[config.mk]
export PLATFORM = sky130hd
export DESIGN_NAME = apb_watch_mc
export DESIGN_NICKNAME = d
export VERILOG_FILES = /design/src/rtl/apb_watch_pkg.sv /design/src/rtl/watch_channel.sv /design/src/rtl/apb_watch_mc.sv
export SDC_FILE = /design/constraint.sdc
export NUM_CORES = 2
export LEC_CHECK = 0
export BUFFER_PORTS_ARGS = -buffer_cell sky130_fd_sc_hd__buf_2
export CAP_MARGIN = 20
export CELL_PAD_IN_SITES_DETAIL_PLACEMENT = 2
export CELL_PAD_IN_SITES_GLOBAL_PLACEMENT = 2
export CORE_MARGIN = 8
export CORE_UTILIZATION = 30
export CTS_BUF_LIST = sky130_fd_sc_hd__clkbuf_16
export CTS_CLUSTER_DIAMETER = 150
export DETAILED_ROUTE_END_ITERATION = 6
export GPL_TIMING_DRIVEN = 0
export MAX_ROUTING_LAYER = met4
export PLACE_DENSITY_LB_ADDON = 0.1
export SLEW_MARGIN = 20
export SYNTH_ARGS = -nofsm -noshare
export SYNTH_HDL_FRONTEND = slang
export SYNTH_HIERARCHICAL = 1
export SYNTH_SLANG_ARGS = --single-unit
[constraint.sdc]
create_clock -name iPCLK -period 4.7 [get_ports iPCLK]
set_input_delay 0.235 -clock iPCLK [delete_from_list [all_inputs] [get_ports iPCLK]]
set_output_delay 0.235 -clock iPCLK [all_outputs]
set_load 0.005 [all_outputs]
[src/rtl/apb_watch_pkg.sv]
// Shared register map, command/mode/status bit positions and offset decoder
// for the multi-channel APB stopwatch.
package apb_watch_pkg;

  localparam logic [7:0] OFF_CMD  = 8'h00;
  localparam logic [7:0] OFF_MODE = 8'h04;
  localparam logic [7:0] OFF_LOAD = 8'h08;
  localparam logic [7:0] OFF_CURR = 8'h0C;
  localparam logic [7:0] OFF_LAP  = 8'h10;
  localparam logic [7:0] OFF_STAT = 8'h14;

  localparam int CMD_START = 0;
  localparam int CMD_STOP  = 1;
  localparam int CMD_RESET = 2;
  localparam int CMD_STORE = 3;

  localparam int MODE_DOWN   = 0;
  localparam int MODE_IRQ_EN = 1;

  localparam int STAT_RUNNING   = 0;
  localparam int STAT_EMPTY     = 1;
  localparam int STAT_FULL      = 2;
  localparam int STAT_OVF       = 3;
  localparam int STAT_EXPIRED   = 4;
  localparam int STAT_COUNT_LSB = 8;

  typedef enum logic [2:0] {
    REG_CMD,
    REG_MODE,
    REG_LOAD,
    REG_CURR,
    REG_LAP,
    REG_STAT,
    REG_NONE
  } reg_sel_e;

  function automatic reg_sel_e decode_reg(input logic [7:0] offset);
    reg_sel_e r;
    r = REG_NONE;
    case (offset)
      OFF_CMD:  r = REG_CMD;
      OFF_MODE: r = REG_MODE;
      OFF_LOAD: r = REG_LOAD;
      OFF_CURR: r = REG_CURR;
      OFF_LAP:  r = REG_LAP;
      OFF_STAT: r = REG_STAT;
      default:  r = REG_NONE;
    endcase
    return r;
  endfunction

endpackage

[src/rtl/watch_channel.sv]
// One stopwatch channel: 10 ms prescaler, 32-bit up/down counter,
// lap FIFO with overflow flag, and down-count expiry flag.
module watch_channel
  import apb_watch_pkg::*;
#(
  parameter int LAP_DEPTH = 16,
  parameter int CLK_DIV   = 1000000
) (
  input  logic        clk,
  input  logic        rst,
  input  logic        cmd_we,
  input  logic [3:0]  cmd,
  input  logic        mode_we,
  input  logic [1:0]  mode_wdata,
  input  logic        load_we,
  input  logic [3:0]  load_strb,
  input  logic [31:0] load_wdata,
  input  logic        clr_ovf,
  input  logic        clr_expired,
  input  logic        lap_pop,
  output logic [31:0] count,
  output logic [1:0]  mode,
  output logic [31:0] load,
  output logic        running,
  output logic        lap_empty,
  output logic        lap_full,
  output logic        lap_ovf,
  output logic        expired,
  output logic [7:0]  lap_count,
  output logic [31:0] lap_data
);

  localparam int PW  = $clog2(LAP_DEPTH);
  localparam int PSW = $clog2(CLK_DIV);
  localparam logic [PSW-1:0] PRESC_MAX = PSW'(CLK_DIV - 1);
  localparam logic [PW:0]    FIFO_FULL = (PW + 1)'(LAP_DEPTH);

  logic [PSW-1:0] presc;
  logic [PW:0]    fifo_cnt;
  logic [PW-1:0]  wr_ptr, rd_ptr, wr_idx;
  logic [31:0]    mem [LAP_DEPTH];

  logic        do_start, do_stop, do_reset, do_store;
  logic        tick, expire, running_nxt, push, pop;
  logic [31:0] reset_val, count_nxt, store_val;

  // Reset beats a coincident tick; stop beats start; start is judged on the
  // post-update count so a down-mode channel sitting at zero refuses to run.
  always_comb begin
    do_start  = cmd_we & cmd[CMD_START];
    do_stop   = cmd_we & cmd[CMD_STOP];
    do_reset  = cmd_we & cmd[CMD_RESET];
    do_store  = cmd_we & cmd[CMD_STORE];
    reset_val = mode[MODE_DOWN] ? load : 32'd0;
    tick      = running & (presc == PRESC_MAX);
    expire    = tick & mode[MODE_DOWN] & (count == 32'd1) & ~do_reset;

    count_nxt = count;
    if (do_reset)  count_nxt = reset_val;
    else if (tick) count_nxt = mode[MODE_DOWN] ? count - 32'd1 : count + 32'd1;

    running_nxt = running;
    if (do_stop)       running_nxt = 1'b0;
    else if (do_start) running_nxt = ~(mode[MODE_DOWN] & (count_nxt == 32'd0));
    else if (expire)   running_nxt = 1'b0;

    lap_empty = (fifo_cnt == '0);
    lap_full  = (fifo_cnt == FIFO_FULL);
    push      = do_store & (do_reset | ~lap_full);
    pop       = lap_pop & ~lap_empty;
    store_val = do_reset ? reset_val : count;
    wr_idx    = do_reset ? '0 : wr_ptr;
    lap_count = 8'(fifo_cnt);
    lap_data  = lap_empty ? 32'd0 : mem[rd_ptr];
  end

  always_ff @(posedge clk or posedge rst) begin
    if (rst) begin
      presc   <= '0;
      count   <= 32'd0;
      running <= 1'b0;
      expired <= 1'b0;
      lap_ovf <= 1'b0;
    end else begin
      count   <= count_nxt;
      running <= running_nxt;
      if (do_reset)     presc <= '0;
      else if (running) presc <= (presc == PRESC_MAX) ? '0 : presc + PSW'(1);
      if (clr_expired) expired <= 1'b0;
      if (expire)      expired <= 1'b1;
      if (do_reset | clr_ovf)               lap_ovf <= 1'b0;
      if (do_store & ~do_reset & lap_full)  lap_ovf <= 1'b1;
    end
  end

  always_ff @(posedge clk or posedge rst) begin
    if (rst) begin
      mode <= 2'd0;
      load <= 32'd0;
    end else begin
      if (mode_we) mode <= mode_wdata;
      if (load_we) begin
        for (int b = 0; b < 4; b++)
          if (load_strb[b]) load[8*b +: 8] <= load_wdata[8*b +: 8];
      end
    end
  end

  // A reset command flushes the FIFO; a store in the same write lands in slot 0.
  always_ff @(posedge clk or posedge rst) begin
    if (rst) begin
      wr_ptr   <= '0;
      rd_ptr   <= '0;
      fifo_cnt <= '0;
    end else if (do_reset) begin
      wr_ptr   <= push ? PW'(1) : '0;
      rd_ptr   <= '0;
      fifo_cnt <= push ? (PW + 1)'(1) : '0;
    end else begin
      if (push) wr_ptr <= wr_ptr + PW'(1);
      if (pop)  rd_ptr <= rd_ptr + PW'(1);
      case ({push, pop})
        2'b10:   fifo_cnt <= fifo_cnt + (PW + 1)'(1);
        2'b01:   fifo_cnt <= fifo_cnt - (PW + 1)'(1);
        default: fifo_cnt <= fifo_cnt;
      endcase
    end
  end

  always_ff @(posedge clk) begin
    if (push) mem[wr_idx] <= store_val;
  end

endmodule

[src/rtl/apb_watch_mc.sv]
// Multi-channel APB stopwatch/timer slave: address decode, per-channel
// strobes, read mux, slave error and interrupt combine.
module apb_watch_mc
  import apb_watch_pkg::*;
#(
  parameter int NUM_CH    = 4,
  parameter int LAP_DEPTH = 16,
  parameter int CLK_DIV   = 1000000
) (
  input  logic              iPCLK,
  input  logic              iPRESET,
  input  logic              iPSEL,
  input  logic              iPENABLE,
  input  logic              iPWRITE,
  input  logic [3:0]        iPSTRB,
  input  logic [15:0]       iPADDR,
  input  logic [31:0]       iPWDATA,
  output logic [31:0]       oPRDATA,
  output logic              oPREADY,
  output logic              oPSLVERR,
  output logic              oIRQ,
  output logic [NUM_CH-1:0] oRUNNING
);

  logic [3:0] ch;
  reg_sel_e   sel;
  logic       access, err, wr_ok, rd_ok;

  logic [NUM_CH-1:0] ch_running, ch_empty, ch_full, ch_ovf, ch_expired, ch_irq;
  logic [31:0]       ch_count    [NUM_CH];
  logic [31:0]       ch_load     [NUM_CH];
  logic [31:0]       ch_lap_data [NUM_CH];
  logic [1:0]        ch_mode     [NUM_CH];
  logic [7:0]        ch_lap_count[NUM_CH];

  // Any error blocks both the write strobes and the read data/pop path.
  always_comb begin
    ch     = iPADDR[11:8];
    sel    = decode_reg(iPADDR[7:0]);
    access = iPSEL & iPENABLE;
    err    = (iPADDR[15:12] != 4'd0) || (int'(ch) >= NUM_CH) || (sel == REG_NONE) ||
             (iPWRITE && (sel == REG_CURR || sel == REG_LAP));
    wr_ok  = access & iPWRITE & ~err;
    rd_ok  = access & ~iPWRITE & ~err;
  end

  for (genvar g = 0; g < NUM_CH; g++) begin : g_ch
    logic hit, wr_b0;
    assign hit   = (int'(ch) == g);
    assign wr_b0 = wr_ok & hit & iPSTRB[0];

    watch_channel #(
      .LAP_DEPTH(LAP_DEPTH),
      .CLK_DIV  (CLK_DIV)
    ) u_channel (
      .clk        (iPCLK),
      .rst        (iPRESET),
      .cmd_we     (wr_b0 && sel == REG_CMD),
      .cmd        (iPWDATA[3:0]),
      .mode_we    (wr_b0 && sel == REG_MODE),
      .mode_wdata (iPWDATA[1:0]),
      .load_we    (wr_ok && hit && sel == REG_LOAD),
      .load_strb  (iPSTRB),
      .load_wdata (iPWDATA),
      .clr_ovf    (wr_b0 && sel == REG_STAT && iPWDATA[STAT_OVF]),
      .clr_expired(wr_b0 && sel == REG_STAT && iPWDATA[STAT_EXPIRED]),
      .lap_pop    (rd_ok && hit && sel == REG_LAP),
      .count      (ch_count[g]),
      .mode       (ch_mode[g]),
      .load       (ch_load[g]),
      .running    (ch_running[g]),
      .lap_empty  (ch_empty[g]),
      .lap_full   (ch_full[g]),
      .lap_ovf    (ch_ovf[g]),
      .expired    (ch_expired[g]),
      .lap_count  (ch_lap_count[g]),
      .lap_data   (ch_lap_data[g])
    );

    assign ch_irq[g] = ch_expired[g] & ch_mode[g][MODE_IRQ_EN];
  end

  always_comb begin
    oPRDATA = 32'd0;
    if (rd_ok) begin
      for (int i = 0; i < NUM_CH; i++) begin
        if (int'(ch) == i) begin
          case (sel)
            REG_MODE: oPRDATA = {30'd0, ch_mode[i]};
            REG_LOAD: oPRDATA = ch_load[i];
            REG_CURR: oPRDATA = ch_count[i];
            REG_LAP:  oPRDATA = ch_lap_data[i];
            REG_STAT: begin
              oPRDATA[STAT_RUNNING]                  = ch_running[i];
              oPRDATA[STAT_EMPTY]                    = ch_empty[i];
              oPRDATA[STAT_FULL]                     = ch_full[i];
              oPRDATA[STAT_OVF]                      = ch_ovf[i];
              oPRDATA[STAT_EXPIRED]                  = ch_expired[i];
              oPRDATA[STAT_COUNT_LSB +: 8]           = ch_lap_count[i];
            end
            default:  oPRDATA = 32'd0;
          endcase
        end
      end
    end
  end

  assign oPSLVERR = access & err;
  assign oPREADY  = 1'b1;
  assign oIRQ     = |ch_irq;
  assign oRUNNING = ch_running;

endmodule

# --- Yosys cells after proc, flatten, opt, wreduce, memory -nomap -nowiden ---
# Memory sizes are Yosys's and may differ from the RTL's.
# Index checks and enable logic that the tools add are counted.
op_classes:
  n_reduce_logical: 98
  n_mux: 130
  bitwise_logic: 96
  eq_ne: 34
  order_cmp: 1
  addsub: 28
ops:
  columns: ["op", "count"]
  rows:
  - ["2-to-1 mux 32 bit", 29]
  - ["2-to-1 mux 20 bit", 12]
  - ["one-hot mux 16 bit (4 select lines)", 3]
  - ["adder 32 x 1 -> 32 bit, second input constant", 4]
  - ["equality test 32 x 1 -> 1 bit, second input constant", 4]
  - ["logical NOT 32 bit", 4]
  - ["one-hot mux 8 bit (4 select lines)", 4]
  - ["subtractor 32 x 1 -> 32 bit, second input constant", 4]
  - ["one-hot mux 5 bit (5 select lines)", 4]
  - ["adder 20 x 1 -> 20 bit, second input constant", 4]
  - ["equality test 20 bit, second input constant", 4]
  - ["2-to-1 mux 4 bit", 20]
  - ["AND 1 bit", 70]
  - ["one-hot mux 16 bit (3 select lines)", 1]
  - ["2-to-1 mux 1 bit", 44]
  - ["one-hot mux 5 bit (2 select lines)", 4]
  - ["nonzero test 2 bit", 20]
  - ["logical AND 1 bit", 37]
  - ["one-hot mux 3 bit (4 select lines)", 3]
  - ["adder 4 x 1 -> 4 bit, second input constant", 8]
  - ["AND reduction 2 bit", 16]
  - ["nonzero test 3 bit", 8]
  - ["adder 5 x 1 -> 5 bit, second input constant", 4]
  - ["equality test 5 bit, second input constant", 4]
  - ["other kinds (24)", 72]
totals:
  mem_count: 4
  wordCells: 443
  ram_bits: 2048
  register_bits: 408
  inputBits: 57
mem_list:
  columns: ["name", "depth", "width", "read_ports", "rd_clocked_by_memory_dff", "write_ports", "line", "rtl"]
  rows:
  - ["g_ch[0].u_channel.mem", 16, 32, 1, 0, 1, "watch_channel.sv:41", "logic [31:0] mem [LAP_DEPTH];"]
  - ["g_ch[1].u_channel.mem", 16, 32, 1, 0, 1, "watch_channel.sv:41", null]
  - ["g_ch[2].u_channel.mem", 16, 32, 1, 0, 1, "watch_channel.sv:41", null]
  - ["g_ch[3].u_channel.mem", 16, 32, 1, 0, 1, "watch_channel.sv:41", null]

# --- Longest topological paths before layout ---
depth:
  word_depth: 18
  ltp_mapped: 20

# --- Cells and area by module ---
# Netlist, hierarchy kept.
modules_own_cells:
  columns: ["module", "seq_area_each_um2", "area_per_inst_um2", "cells_per_inst", "instances"]
  rows:
  - ["watch_channel at g_ch[2].u_channel", 17927.2, 25942.4, 1481, 1]
  - ["watch_channel at g_ch[1].u_channel", 17927.2, 25936.1, 1518, 1]
  - ["watch_channel at g_ch[0].u_channel", 17927.2, 25883.6, 1496, 1]
  - ["watch_channel at g_ch[3].u_channel", 17927.2, 25662.1, 1465, 1]
  - ["apb_watch_mc", 0.0, 5031.1, 664, 1]

# --- Worst setup path before layout ---
# Ideal clock, no wire load.
synth_timing:
  path_type: "in2reg"
  from: "in iPADDR[4]"
  to: "mem g_ch[0].u_channel.mem[3][0], enable pin"
  stages: 14
  setup_slack_ps: -1298
  setup_time_ps: 461
  t_required_ps: 4239
  arrival_time_ps: 5537
  cell_sequence: "buf_2 -> nor4_4 -> clkbuf_1 -> nand3_1 -> ha_1 -> a21boi_2 -> nor3_4 -> o21ai_1 -> nor2_1 -> nand2_1 -> a21oi_1 -> and2_1 -> nand3_1 -> nor3_1"
synth_via:
  elab_chain_cells: 16
synth_lines:
  columns: ["element", "line", "rtl"]
  rows:
  - ["start, declared", "apb_watch_mc.sv:16", "input logic [15:0] iPADDR,"]
  - ["equality test 8 x 5 -> 1 bit (tied with other cells)", "apb_watch_pkg.sv:40", "case (offset)"]
  - ["one-hot mux 3 bit (6 select lines) *", "apb_watch_pkg.sv:40", null]
  - ["equality test 3 x 2 -> 1 bit / equality test 3 bit (equally long branches)", "apb_watch_mc.sv:42", "(iPWRITE && (sel == REG_CURR || sel == REG_LAP));"]
  - ["logical OR 1 bit", "apb_watch_mc.sv:42", null]
  - ["logical AND 1 bit", "apb_watch_mc.sv:42", null]
  - ["logical OR 1 bit", "apb_watch_mc.sv:41", "err = (iPADDR[15:12] != 4'd0) || (int'(ch) >= NUM_CH) || (sel == REG_NONE) ||"]
  - ["inverter 1 bit", "apb_watch_mc.sv:43", "wr_ok = access & iPWRITE & ~err;"]
  - ["AND 1 bit", "apb_watch_mc.sv:43", null]
  - ["AND 1 bit (2 in a row)", "apb_watch_mc.sv:50", "assign wr_b0 = wr_ok & hit & iPSTRB[0];"]
  - ["logical AND 1 bit *", "apb_watch_mc.sv:58", ".cmd_we (wr_b0 && sel == REG_CMD),"]
  - ["AND 1 bit", "watch_channel.sv:52", "do_reset = cmd_we & cmd[CMD_RESET];"]
  - ["bitwise OR 1 bit", "watch_channel.sv:69", "push = do_store & (do_reset | ~lap_full);"]
  - ["AND 1 bit", "watch_channel.sv:69", null]
  - ["2-to-1 mux 1 bit", "watch_channel.sv:131", "if (push) mem[wr_idx] <= store_val;"]
  - ["2-to-1 mux 1 bit (implied by the code)", "watch_channel.sv:131", null]
  - ["end, declared", "watch_channel.sv:41", null]
# Every way passes the cells marked *; elsewhere a longest branch is shown, timed or not.

# --- Worst setup path in the final report ---
layout_timing:
  from: "in iPADDR[5]"
  to: "out oPRDATA[14]"
layout_via:
  elab_chain_cells: 9
layout_lines:
  columns: ["element", "line", "rtl"]
  rows:
  - ["equality test 8 x 5 -> 1 bit (tied with other cells)", "apb_watch_pkg.sv:40", null]
  - ["one-hot mux 3 bit (6 select lines) *", "apb_watch_pkg.sv:40", null]
  - ["equality test 3 bit (tied with other cells)", "apb_watch_mc.sv:88", "case (sel)"]
  - ["one-hot mux 8 bit (4 select lines) / logical OR 1 bit (equally long branches)", "apb_watch_mc.sv:88, apb_watch_mc.sv:42", null]
  - ["2-to-1 mux 32 bit / logical AND 1 bit (equally long branches)", "apb_watch_mc.sv:87, apb_watch_mc.sv:42", null]
  - ["2-to-1 mux 32 bit / logical OR 1 bit (equally long branches)", "apb_watch_mc.sv:87, apb_watch_mc.sv:41", null]
  - ["2-to-1 mux 32 bit / inverter 1 bit (equally long branches)", "apb_watch_mc.sv:87, apb_watch_mc.sv:44", null]
  - ["2-to-1 mux 32 bit / AND 1 bit (equally long branches)", "apb_watch_mc.sv:87, apb_watch_mc.sv:44", null]
  - ["2-to-1 mux 32 bit *", "apb_watch_mc.sv:85", "if (rd_ok) begin"]
  - ["end, declared", "apb_watch_mc.sv:18", "output logic [31:0] oPRDATA,"]
# Marked as above.

==> impl_metrics.csv <==
group,metric,value,unit
outcome,status,"finished with violations",
outcome,violations,"setup timing",
cts,cts.sinks,2456,
drt,via_per_inst,5.45,
worst_hold_path,hold_path_class,"input pin to register",
cells_and_area,finalNonFillerCells,12400,
cells_and_area,layout_common_cells,"edfxtp_1, mux4_2, dfrtp_1, nand2_1, clkbuf_16",
synthesis,ys_types,118,
floorplan,io_pins,96,
power,powerDensity,350,nW/um^2
cts,cts_tree,"built",
timing,relSlewSlack,26.4,%
timing,period_needed,4.71,ns
setup_path,crit_fanout,10,
place,port_buffers,91,
power,intPower,36.2,mW
place,dp.cells,11700,
timing,slew_violations,0,
cts,clkSlewWorstSetupHoldPaths,0.06,ns
drt,drtIter0Drc,5370,
synthesis,syn_area,108000,um^2
floorplan,dieHeight,617,um
cts,clock_latency,0.93,ns
timing,period_share,100,%
power,irDropWorstVdd,0.000302,V
synthesis,netlist_instances,6624,
timing,setup_viol,2,
global_route,globalRouteOverflowTotal,0,
floorplan,die_x,617,um
cts,cts_buffers,295,
power,clkPwrFrac,48.2,%
synthesis,ys_seq_area_share,66.1,%
timing,finClkSkew,0.0558,ns
timing,tightest_slew,1.09,ns
cells_and_area,fin_nets,7446,
flow_run,drv_cap,0,
cts,htree_levels,5,
drt,wirelength,443000,um
synthesis,synthArstFlopShare,16.6,%
cts,clock_path_buffers,4,
drt,via_count,67400,
timing,setup_ws,-0.00891,ns
floorplan,fp.dieArea,381000,um^2
global_route,antenna_found_initial,47,
drt,drtPass1Iterations,5,
synthesis,synth_area_leaders,"edfxtp_1, mux4_2, dfrtp_1",
cells_and_area,layout_commonest_cell,"edfxtp_1",
setup_path,critical_path_class,"input pin to output pin",
synthesis,synth_seq_cells,2456,
global_route,grt_pass1_vias,72800,
cells_and_area,drive_gt1_share,29.5,%
power,p_leak,40.0,nW
global_route,grt_pass1_wl,615000,um
place,routabilityCongestion,1.07,
power,switching_power,9.91,mW
synthesis,syn_area_per_cell,16.4,um^2
timing,hold_viol_final,0,
timing,fmax,212,MHz
drt,avgRoutedWirePerCell,35.8,um
synthesis,yosysTopAreaCell,"edfxtp_1",
cells_and_area,area_growth,21.4,%
timing,rsz0062_at_grt,"yes",
synthesis,synth-main-ff-cell,"edfxtp_1",
drt,drc,0,
cts,cts-root-buf,"clkbuf_16",
floorplan,core.rowCount,220,
power,switching_share,21.5,%
power,seq_power_share,50.5,%
setup_path,startpoint_type,"input pin",
timing,fin_hold_ws,0.0975,ns
synthesis,synth_edf_count,2048,
floorplan,initial_core_util,30.2,%
global_route,grt_max_degree,68,
synthesis,synth.top_cell.area_share,56.7,%
floorplan,core_area,359000,um^2
drt,drt.antenna.violating_nets,0,
setup_path,critPathArrivalTime,4.47,ns
synthesis,yosysWarnings,6,
place,post-dp-hpwl,322000,um
setup_path,crit_required,4.47,ns
setup_path,end_kind,"output pin",
power,combPwrFrac,1.3,%
global_route,grtUsageTotal,23.4,%
## power by group through the flow
stage	registers [mW]	clock network [mW]	logic [mW]
detailed placement	23.7	0	0.548
floorplan	23.7	0	0.223
CTS	23.3	22.9	0.592
global placement	23.7	0	0.524
global route	23.3	23.6	0.608
finish	23.3	22.2	0.591
## per-stage QoR
stage                     util (%)  setup WS [ns]  TNS (ns)  total power [mW]  cell area (um^2)
after floorplan                  -         -0.447   -633.79              24.0            109000
after global placement        32.0          -6.29         -              24.3            115000
after detailed placement      33.2          -4.56         -              24.3            119000
after CTS                     36.4         -0.241    -19.68              46.7            131000
after global routing          36.6        -0.0392    -0.149              47.5            132000
final                         36.6       -0.00891   -0.0163              46.1            132000
## synthesized netlist by cell type (40+ instances only)
library cell / count
xnor2_1: 96
a31oi_1: 56
buf_1: 75
clkbuf_1: 261
o21ai_0: 188
nand2_1: 416
edfxtp_1: 2048
dfrtp_1: 408
o2bb2ai_1: 58
a21oi_1: 140
mux2_2: 178
nor4_1: 101
nor3_1: 108
xor2_1: 74
nor2_1: 324
nand3_1: 154
inv_1: 77
and3_1: 43
nor2b_1: 152
nand4_1: 96
mux2i_1: 161
mux4_2: 648
buf_2: 49
or4_1: 44
a22oi_1: 40
## layer usage
metal,GRT usage [%],vias up,wire (um)
met1,30.7,37200,194000
li1,-,28100,-
met3,2.06,624,14200
met2,38.5,1495,216000
met5,-,-,0
met4,7.97,0,17900
## cell type report
class                   count  area, um^2
clock buffers             304        7610
clock inverters           215        1660
fillers                 35400      228000
flip-flops and latches   2456       71700
inverters                  79         322
well taps                4773        5970
diodes                     18        45.0
repair buffers            431        5370
multi-input cells        3682       36300
plain buffers             403        2700
## sequential cells by signal, indices dropped and copies added (netlist names)
register                 flops
g_ch.u_channel/lap_ovf       4
g_ch.u_channel/running       4
g_ch.u_channel/mode          8
g_ch.u_channel/expired       4
g_ch.u_channel/mem        2048
g_ch.u_channel/presc        80
g_ch.u_channel/wr_ptr       16
g_ch.u_channel/rd_ptr       16
g_ch.u_channel/fifo_cnt     20
g_ch.u_channel/count       128
g_ch.u_channel/load        128
## final timing paths
kind / from / end / slack, ns / cells past startpoint
setup / recovery: iPADDR[5] / oPRDATA[14] / -0.009 / 17
hold reg to reg: g_ch[0].u_channel/presc[19] / g_ch[0].u_channel/presc[19] / 0.49 / 1
setup reg to reg: g_ch[1].u_channel/mode[0] / g_ch[1].u_channel/mem[15][9] / 0.13 / 6
min in group asynchronous: iPRESET / g_ch[3].u_channel/expired / 0.17 / 3
max in group asynchronous: iPRESET / g_ch[2].u_channel/load[12] / 3.68 / 4
hold / removal: iPSTRB[1] / g_ch[1].u_channel/load[14] / 0.1 / 3
## repair_timing
item	in CTS	in global routing
pin swaps	46	16
hold endpoints to repair	411	0
cloned	2	1
buffers inserted	64	52
hold buffers	32	0
endpoints found under the setup margin	4481	1351
gates resized for setup	506	146
## critical path, stage by stage
cell	delay (ns)
buf_2	0.13
or3_1	0.37
clkbuf_1	0.28
nor2_2	0.28
nand2_1	0.09
ha_2	0.28
nor4b_4	0.22
buf_4	0.20
nand2_1	0.19
clkbuf_1	0.36
buf_6	0.26
clkbuf_2	0.33
o22ai_1	0.26
nor2_2	0.12
nor4_2	0.40
buf_4	0.27
buf_2	0.15
## logic make-up after synthesis
group                      Yosys count  synth area share, %
DFF                               2456                 66.1
and+or+nand+nor                   1708                 8.49
muxes                              987                 16.8
AOI/OAI and AO/OA                  762                 4.78
buffers and inverters              495                 1.94
xor gates and xnor gates           170                 1.37
adders and majority gates           41                0.501
other                                5               0.0173
(Power assumes the default switching activity.)
